<file path="config.mk">
export PLATFORM = sky130hd
export DESIGN_NAME = roi_track
export DESIGN_NICKNAME = d
export VERILOG_FILES = /design/src/rtl/roi_track_pkg.sv /design/src/rtl/roi_track_ch.sv /design/src/rtl/roi_track.sv
export SDC_FILE = /design/constraint.sdc
export NUM_CORES = 1
export LEC_CHECK = 0
export BUFFER_PORTS_ARGS = -buffer_cell sky130_fd_sc_hd__buf_2
export CORE_AREA = 5 5 197 199
export DETAILED_ROUTE_END_ITERATION = 6
export DIE_AREA = 0 0 202 204
export PLACE_DENSITY = 0.81
export SYNTH_ARGS = -nofsm -noshare
export SYNTH_HDL_FRONTEND = slang
export SYNTH_SLANG_ARGS = --single-unit
</file>
<file path="constraint.sdc">
create_clock -name module_clk -period 14.9 [get_ports module_clk]
set_input_delay 0.745 -clock module_clk [delete_from_list [all_inputs] [get_ports module_clk]]
set_output_delay 0.745 -clock module_clk [all_outputs]
set_load 0.01 [all_outputs]
</file>
<file path="src/rtl/roi_track_pkg.sv">
// Shared encodings for the ROI tracker: per-channel state codes and the
// field order of a packed {up,down,left,right} box (right in the LSBs).
package roi_track_pkg;

  typedef enum logic [1:0] {
    ST_IDLE    = 2'd0,
    ST_ACQUIRE = 2'd1,
    ST_TRACK   = 2'd2,
    ST_LOST    = 2'd3
  } trk_state_e;

  localparam int F_RIGHT = 0;
  localparam int F_LEFT  = 1;
  localparam int F_DOWN  = 2;
  localparam int F_UP    = 3;
  localparam int NFIELD  = 4;

endpackage

</file>
<file path="src/rtl/roi_track_ch.sv">
// One tracked region: search window, bounding-box accumulation over a frame,
// commit at frame end and miss counting.
//   state   | meaning
//   IDLE    | never locked since reset, no window
//   ACQUIRE | locked, searching around the latched seed
//   TRACK   | box committed, searching around the last box
//   LOST    | MISS_LIMIT empty frames in a row, no window
module roi_track_ch
  import roi_track_pkg::*;
#(
  parameter int CW         = 11,
  parameter int MARGIN     = 10,
  parameter int IMG_W      = 640,
  parameter int IMG_H      = 480,
  parameter int MISS_LIMIT = 3
) (
  input  logic                 clk_i,
  input  logic                 rst_i,
  input  logic                 lock_ev_i,
  input  logic                 frame_end_i,
  input  logic [CW-1:0]        px_x_i,
  input  logic [CW-1:0]        px_y_i,
  input  logic                 dark_i,
  input  logic                 masked_i,
  input  logic [NFIELD*CW-1:0] seed_i,
  output logic                 in_win_o,
  output logic [NFIELD*CW-1:0] box_o,
  output logic [CW-1:0]        high_o,
  output logic [CW-1:0]        wide_o,
  output logic                 valid_o,
  output logic [1:0]           state_o
);

  localparam int MW = $clog2(MISS_LIMIT + 1);
  localparam logic [MW-1:0] MISS_MAX = MW'(MISS_LIMIT);
  localparam logic [CW:0]   MARG     = (CW+1)'(MARGIN);
  localparam logic [CW:0]   Y_MAX    = (CW+1)'(IMG_H - 1);
  localparam logic [CW:0]   X_MAX    = (CW+1)'(IMG_W - 1);

  trk_state_e          state_q;
  logic [NFIELD*CW-1:0] seed_q, box_q;
  logic [CW-1:0]       high_q, wide_q;
  logic [MW-1:0]       miss_q, miss_d;
  logic                seen_q;
  logic [CW-1:0]       min_x_q, max_x_q, min_y_q, max_y_q;

  logic [NFIELD*CW-1:0] base;
  logic [CW:0]         b_up, b_dn, b_lf, b_rt;
  logic [CW:0]         w_up, w_dn, w_lf, w_rt;
  logic [CW:0]         x_w, y_w;
  logic                active, hit;

  // Window math is one bit wider so the +MARGIN side cannot wrap before clamping.
  always_comb begin
    base     = (state_q == ST_ACQUIRE) ? seed_q : box_q;
    b_up     = {1'b0, base[F_UP*CW    +: CW]};
    b_dn     = {1'b0, base[F_DOWN*CW  +: CW]};
    b_lf     = {1'b0, base[F_LEFT*CW  +: CW]};
    b_rt     = {1'b0, base[F_RIGHT*CW +: CW]};
    w_up     = (b_up >= MARG) ? (b_up - MARG) : '0;
    w_lf     = (b_lf >= MARG) ? (b_lf - MARG) : '0;
    w_dn     = ((b_dn + MARG) > Y_MAX) ? Y_MAX : (b_dn + MARG);
    w_rt     = ((b_rt + MARG) > X_MAX) ? X_MAX : (b_rt + MARG);
    x_w      = {1'b0, px_x_i};
    y_w      = {1'b0, px_y_i};
    active   = (state_q == ST_ACQUIRE) || (state_q == ST_TRACK);
    in_win_o = active && (y_w >= w_up) && (y_w <= w_dn) &&
               (x_w >= w_lf) && (x_w <= w_rt);
    hit      = in_win_o && dark_i && !masked_i;
    miss_d   = miss_q + MW'(1);
  end

  always_ff @(posedge clk_i) begin
    if (rst_i) begin
      state_q <= ST_IDLE;
      seed_q  <= '0;
      box_q   <= '0;
      high_q  <= '0;
      wide_q  <= '0;
      miss_q  <= '0;
      seen_q  <= 1'b0;
      min_x_q <= '0;
      max_x_q <= '0;
      min_y_q <= '0;
      max_y_q <= '0;
    end else if (lock_ev_i) begin
      // A lock overrides any frame commit landing on the same cycle.
      state_q <= ST_ACQUIRE;
      seed_q  <= seed_i;
      miss_q  <= '0;
      seen_q  <= 1'b0;
      min_x_q <= '0;
      max_x_q <= '0;
      min_y_q <= '0;
      max_y_q <= '0;
    end else if (frame_end_i) begin
      seen_q  <= 1'b0;
      min_x_q <= '0;
      max_x_q <= '0;
      min_y_q <= '0;
      max_y_q <= '0;
      if (active) begin
        if (seen_q) begin
          box_q   <= {min_y_q, max_y_q, min_x_q, max_x_q};
          high_q  <= max_y_q - min_y_q;
          wide_q  <= max_x_q - min_x_q;
          miss_q  <= '0;
          state_q <= ST_TRACK;
        end else if (miss_q != MISS_MAX) begin
          miss_q <= miss_d;
          if (miss_d == MISS_MAX) state_q <= ST_LOST;
        end
      end
    end else if (hit) begin
      seen_q <= 1'b1;
      if (!seen_q || (px_x_i < min_x_q)) min_x_q <= px_x_i;
      if (!seen_q || (px_x_i > max_x_q)) max_x_q <= px_x_i;
      if (!seen_q || (px_y_i < min_y_q)) min_y_q <= px_y_i;
      if (!seen_q || (px_y_i > max_y_q)) max_y_q <= px_y_i;
    end
  end

  assign box_o   = box_q;
  assign high_o  = high_q;
  assign wide_o  = wide_q;
  assign valid_o = (state_q == ST_TRACK);
  assign state_o = state_q;

endmodule

</file>
<file path="src/rtl/roi_track.sv">
// Multi-region dark-object tracker: lock-request synchroniser, frame-end
// detection, LCD-to-image coordinate mapping and lowest-channel-wins masking.
module roi_track
  import roi_track_pkg::*;
#(
  parameter int NCH        = 2,
  parameter int CW         = 11,
  parameter int MARGIN     = 10,
  parameter int H_OFFSET   = 79,
  parameter int IMG_W      = 640,
  parameter int IMG_H      = 480,
  parameter int FEND_X     = 700,
  parameter int FEND_Y     = 480,
  parameter int MISS_LIMIT = 3
) (
  input  logic                     module_clk,
  input  logic                     module_rst,
  input  logic                     touch_key,
  input  logic                     din_val,
  input  logic                     din,
  input  logic [CW-1:0]            lcd_pixel_xpos,
  input  logic [CW-1:0]            lcd_pixel_ypos,
  input  logic [NCH*NFIELD*CW-1:0] seed_box,
  output logic [NCH*NFIELD*CW-1:0] trk_box,
  output logic [NCH*CW-1:0]        trk_high,
  output logic [NCH*CW-1:0]        trk_wide,
  output logic [NCH-1:0]           trk_valid,
  output logic [NCH*2-1:0]         trk_state
);

  logic          touch_s1_q, touch_s2_q, touch_s3_q;
  logic          fend_match_q;
  logic          lock_ev, fend_match, frame_end, dark;
  logic [CW-1:0] px_x, px_y;
  logic [NCH-1:0] in_win, masked;

  always_ff @(posedge module_clk) begin
    if (module_rst) begin
      touch_s1_q   <= 1'b0;
      touch_s2_q   <= 1'b0;
      touch_s3_q   <= 1'b0;
      fend_match_q <= 1'b0;
    end else begin
      touch_s1_q   <= touch_key;
      touch_s2_q   <= touch_s1_q;
      touch_s3_q   <= touch_s2_q;
      fend_match_q <= fend_match;
    end
  end

  assign lock_ev    = touch_s2_q & ~touch_s3_q;
  assign fend_match = (lcd_pixel_xpos == CW'(FEND_X)) && (lcd_pixel_ypos == CW'(FEND_Y));
  assign frame_end  = fend_match & ~fend_match_q;
  assign px_x       = lcd_pixel_xpos - CW'(H_OFFSET);
  assign px_y       = lcd_pixel_ypos;
  assign dark       = din_val & ~din;

  // A channel is masked when any lower-index channel's window covers the pixel.
  always_comb begin
    masked = '0;
    for (int k = 0; k < NCH; k++) begin
      masked[k] = |(in_win & ((NCH'(1) << k) - NCH'(1)));
    end
  end

  for (genvar k = 0; k < NCH; k++) begin : g_ch
    roi_track_ch #(
      .CW         (CW),
      .MARGIN     (MARGIN),
      .IMG_W      (IMG_W),
      .IMG_H      (IMG_H),
      .MISS_LIMIT (MISS_LIMIT)
    ) u_ch (
      .clk_i       (module_clk),
      .rst_i       (module_rst),
      .lock_ev_i   (lock_ev),
      .frame_end_i (frame_end),
      .px_x_i      (px_x),
      .px_y_i      (px_y),
      .dark_i      (dark),
      .masked_i    (masked[k]),
      .seed_i      (seed_box[k*NFIELD*CW +: NFIELD*CW]),
      .in_win_o    (in_win[k]),
      .box_o       (trk_box[k*NFIELD*CW +: NFIELD*CW]),
      .high_o      (trk_high[k*CW +: CW]),
      .wide_o      (trk_wide[k*CW +: CW]),
      .valid_o     (trk_valid[k]),
      .state_o     (trk_state[2*k +: 2])
    );
  end

endmodule

</file>
==> results.json <==
{
  "crit_path_max_fanout": 39,
  "synth_edf_count": 0,
  "antenna_found_initial": 0,
  "place.gp.congestion": 0.9341,
  "skew_ps": 18.68,
  "maxCapViolations": 0,
  "core_sq_um": 37040,
  "switching_power_mw": 0.5467,
  "cp_slowest_cell": "a211oi_2",
  "gr-total-overflow": 0,
  "violations": "design-rule violations",
  "place_ws_ps": 8215,
  "start_util": 0.5386,
  "period_share": 0.4562,
  "path_clk_slew_ps": 60,
  "post_cts_buffers": 0,
  "totalWireLength_mm": 58.79,
  "cts_hold_buf": 0,
  "async_reset_ff_frac": 0,
  "path_class": "reg -> reg",
  "status": "finished, violations left",
  "max_freq_ghz": 0.1471,
  "dp_hpwl_mm": 43.02,
  "routedWlPerCell_um": 18.78,
  "relSlewSlack": 0.1499,
  "rsz0062_at_grt": "false",
  "ir_drop_mv": 0.08339,
  "cp_data_arrival_time_ps": 7250,
  "synth_warnings": 0,
  "leakage_nw": 9.325,
  "netlist_area_sq_um": 19950,
  "drc_errors": 5,
  "critical_path_required_ps": 15350,
  "synth_top_area_cell": "dfxtp_1",
  "period_minus_slack_ps": 6797,
  "setup_violations": 0,
  "synth_commonest_cells": "nand2_1 (391), dfxtp_1 (322), ha_1 (230)",
  "root_buffer": "clkbuf_16",
  "setup_slack_ps": 8103,
  "fp.dieW_um": 202,
  "drtIter0Drc": 1214,
  "synth_cell_types": 75,
  "whs_ps": 404.6,
  "clk_path_buf_depth": 3,
  "ys_ff_latch": 322,
  "grt_pass1_vias": 18020,
  "clk_latency_ps": 570,
  "cts_buffers": 37,
  "path_cells": "inv_1 > ha_2 > buf_4 > inv_1 > o221ai_1 > nand2b_1 > nor3_1 > and3_1 > o21ai_0 > a31o_2 > nand2b_1 > ha_1 > a21o_1 > a21oi_1 > o21ai_0 > o21ai_0 > nand4b_1 > a211oi_2 > nand3_1 > o31ai_1",
  "avgSynthCellArea_sq_um": 8.211,
  "swShare": 0.2586,
  "p_per_area_nw_per_um2": 92.70,
  "seqPwrFrac": 0.416,
  "synthFlopType": "dfxtp_1",
  "cts_tree": "yes",
  "ys_top_cells_by_area": "dfxtp_1 (32%), ha_1 (14%), nand2_1 (7.4%)",
  "end_kind": "register",
  "grt_start_max_net_pins": 108,
  "clkPwrFrac": 0.464,
  "layout.cells.non_filler": 3130,
  "cts.sinks": 322,
  "holdPathStages": 2,
  "internal_power_mw": 1.567,
  "worstHoldPathType": "in -> reg",
  "syn_inst": 2430,
  "drt_pre_antenna_iters": 7,
  "synth_top_area_frac": 0.3231,
  "grt_use_total": 0.2755,
  "grt_pass1_wl_mm": 93.63,
  "vias": 18510,
  "dp.cells": 3063,
  "ant_nets": 0,
  "htreeDepth": 2,
  "crit_top_cell": "o21ai_0",
  "num_io_pins": 253,
  "share_comb_of_total_power": 0.120,
  "area.growth.synth_to_final_pct": 14.30,
  "drt-vias-per-instance": 5.914,
  "startpoint_type": "register",
  "reg2reg_depth": 20,
  "hold_viol_final": 0,
  "die_h_um": 204,
  "insertedDiodeCount": 0,
  "tightest_slew_ps": 1273,
  "num_rows": 71,
  "final_nets": 2977,
  "yosysSeqAreaShare": 0.3231,
  "finalSetupTns_ps": 0,
  "drive_above_1_share": 0.1465,
  "die-area_sq_um": 41210,
  "synth.most_common_cell": "nand2_1",
  "post_cts_resized": 0,
  "maxSlewViolCount": 0,
  "portBuffers": 252,
  "max_stage_delay_ps": 1150
}
==> registers in the layout, summed over array words and instances, names as in the netlist <==
signal,count
touch_s3_q,1
g_ch.u_ch.wide_o,22
fend_match_q,1
g_ch.u_ch.max_x_q,22
g_ch.u_ch.min_y_q,22
g_ch.u_ch.state_o,4
g_ch.u_ch.box_o,88
touch_s1_q,1
g_ch.u_ch.miss_q,4
g_ch.u_ch.seed_q,88
g_ch.u_ch.min_x_q,22
g_ch.u_ch.seen_q,2
g_ch.u_ch.high_o,22
g_ch.u_ch.max_y_q,22
touch_s2_q,1
==> cell usage in the layout (no fill, tap or decap), types with 8 or more instances in the layout <==
master,n
nor3_1,51
and2_1,12
nor2b_1,28
nand2_1,390
nand3_1,72
or2_2,11
buf_4,19
nor4_1,11
a21o_1,19
o21ai_0,73
xnor2_1,49
a21oi_1,228
nand2b_1,15
buf_2,251
nor2_1,169
ha_1,228
o211ai_1,30
or3_1,13
dfxtp_1,322
and3_1,12
clkbuf_16,39
mux2_2,18
a22o_1,59
nand4_1,21
mux2i_1,91
o31ai_1,45
o21a_1,16
a211o_1,14
xor2_1,38
a211oi_1,30
inv_1,120
a31oi_1,16
nor3b_1,8
==> logic make-up (layout without fill, tap and decap cells) <==
| family | Yosys count | in the layout | synth area share |
|---|---|---|---|
| XOR/XNOR | 87 | 87 | 0.03819 |
| buffers and inverters | 236 | 457 | 0.04941 |
| AO/OA/AOI/OAI | 589 | 589 | 0.1896 |
| adder cells (fa/ha/maj) | 234 | 234 | 0.1482 |
| other | 1 | 6 | 0.0001879 |
| AND/OR/NAND/NOR | 850 | 850 | 0.1937 |
| multiplexers | 111 | 111 | 0.05763 |
| flip-flops | 322 | 322 | 0.3231 |
==> critical path, delay by kind of cell, from the launching register on <==
kind | cells | cell delay, ps
compound gates | 9 | 3120
fa+ha+maj | 2 | 940
flops | 1 | 320
simple gates | 6 | 1280
buf+inv | 3 | 990
==> stage by stage <==
stage	util	total power, mW	instance area (sq um)
6_report	0.6156	2.114	22810
5_1_grt	0.6156	2.192	22810
4_1_cts	0.6156	2.125	22810
3_5_place_dp	0.5802	1.147	21490
3_3_place_gp	0.5802	1.134	21490
2_1_floorplan	-	1.062	19970
==> metal layers <==
metal | routed length, um | up-vias | GRT usage
li1 | - | 9016 | -
met5 | 0 | - | 0
met4 | 2166 | 0 | 0.1079
met3 | 4507 | 134 | 0.04618
met2 | 25440 | 718 | 0.4331
met1 | 26680 | 8644 | 0.3801
==> final cells by class <==
type | count | area, sq um
fill | 3262 | 14240
multi-input combinational | 1877 | 12600
sequential | 322 | 6446
timing repair buffer | 270 | 1399
clock buffer | 51 | 1091
tap | 474 | 593.1
inverter | 120 | 450.4
clock inverter | 16 | 221.5
==> final timing paths <==
path	slack (ps)	from	to
worst max register to register	8100	g_ch[1].u_ch.state_o[1]	g_ch[1].u_ch.min_y_q[6]
worst min-delay path	400	touch_key	touch_s1_q
worst max-delay path	8100	g_ch[1].u_ch.state_o[1]	g_ch[1].u_ch.min_y_q[6]
worst min register to register	450	touch_s1_q	touch_s2_q
==> power by group through the flow <==
stage	Clock, mW	Combinational [mW]	Sequential, mW
6_report	0.981	0.254	0.878
5_1_grt	1.03	0.284	0.879
2_1_floorplan	0	0.167	0.895
4_1_cts	0.995	0.252	0.878
3_3_place_gp	0	0.237	0.897
3_5_place_dp	0	0.250	0.897
(Power assumes the default switching activity.)
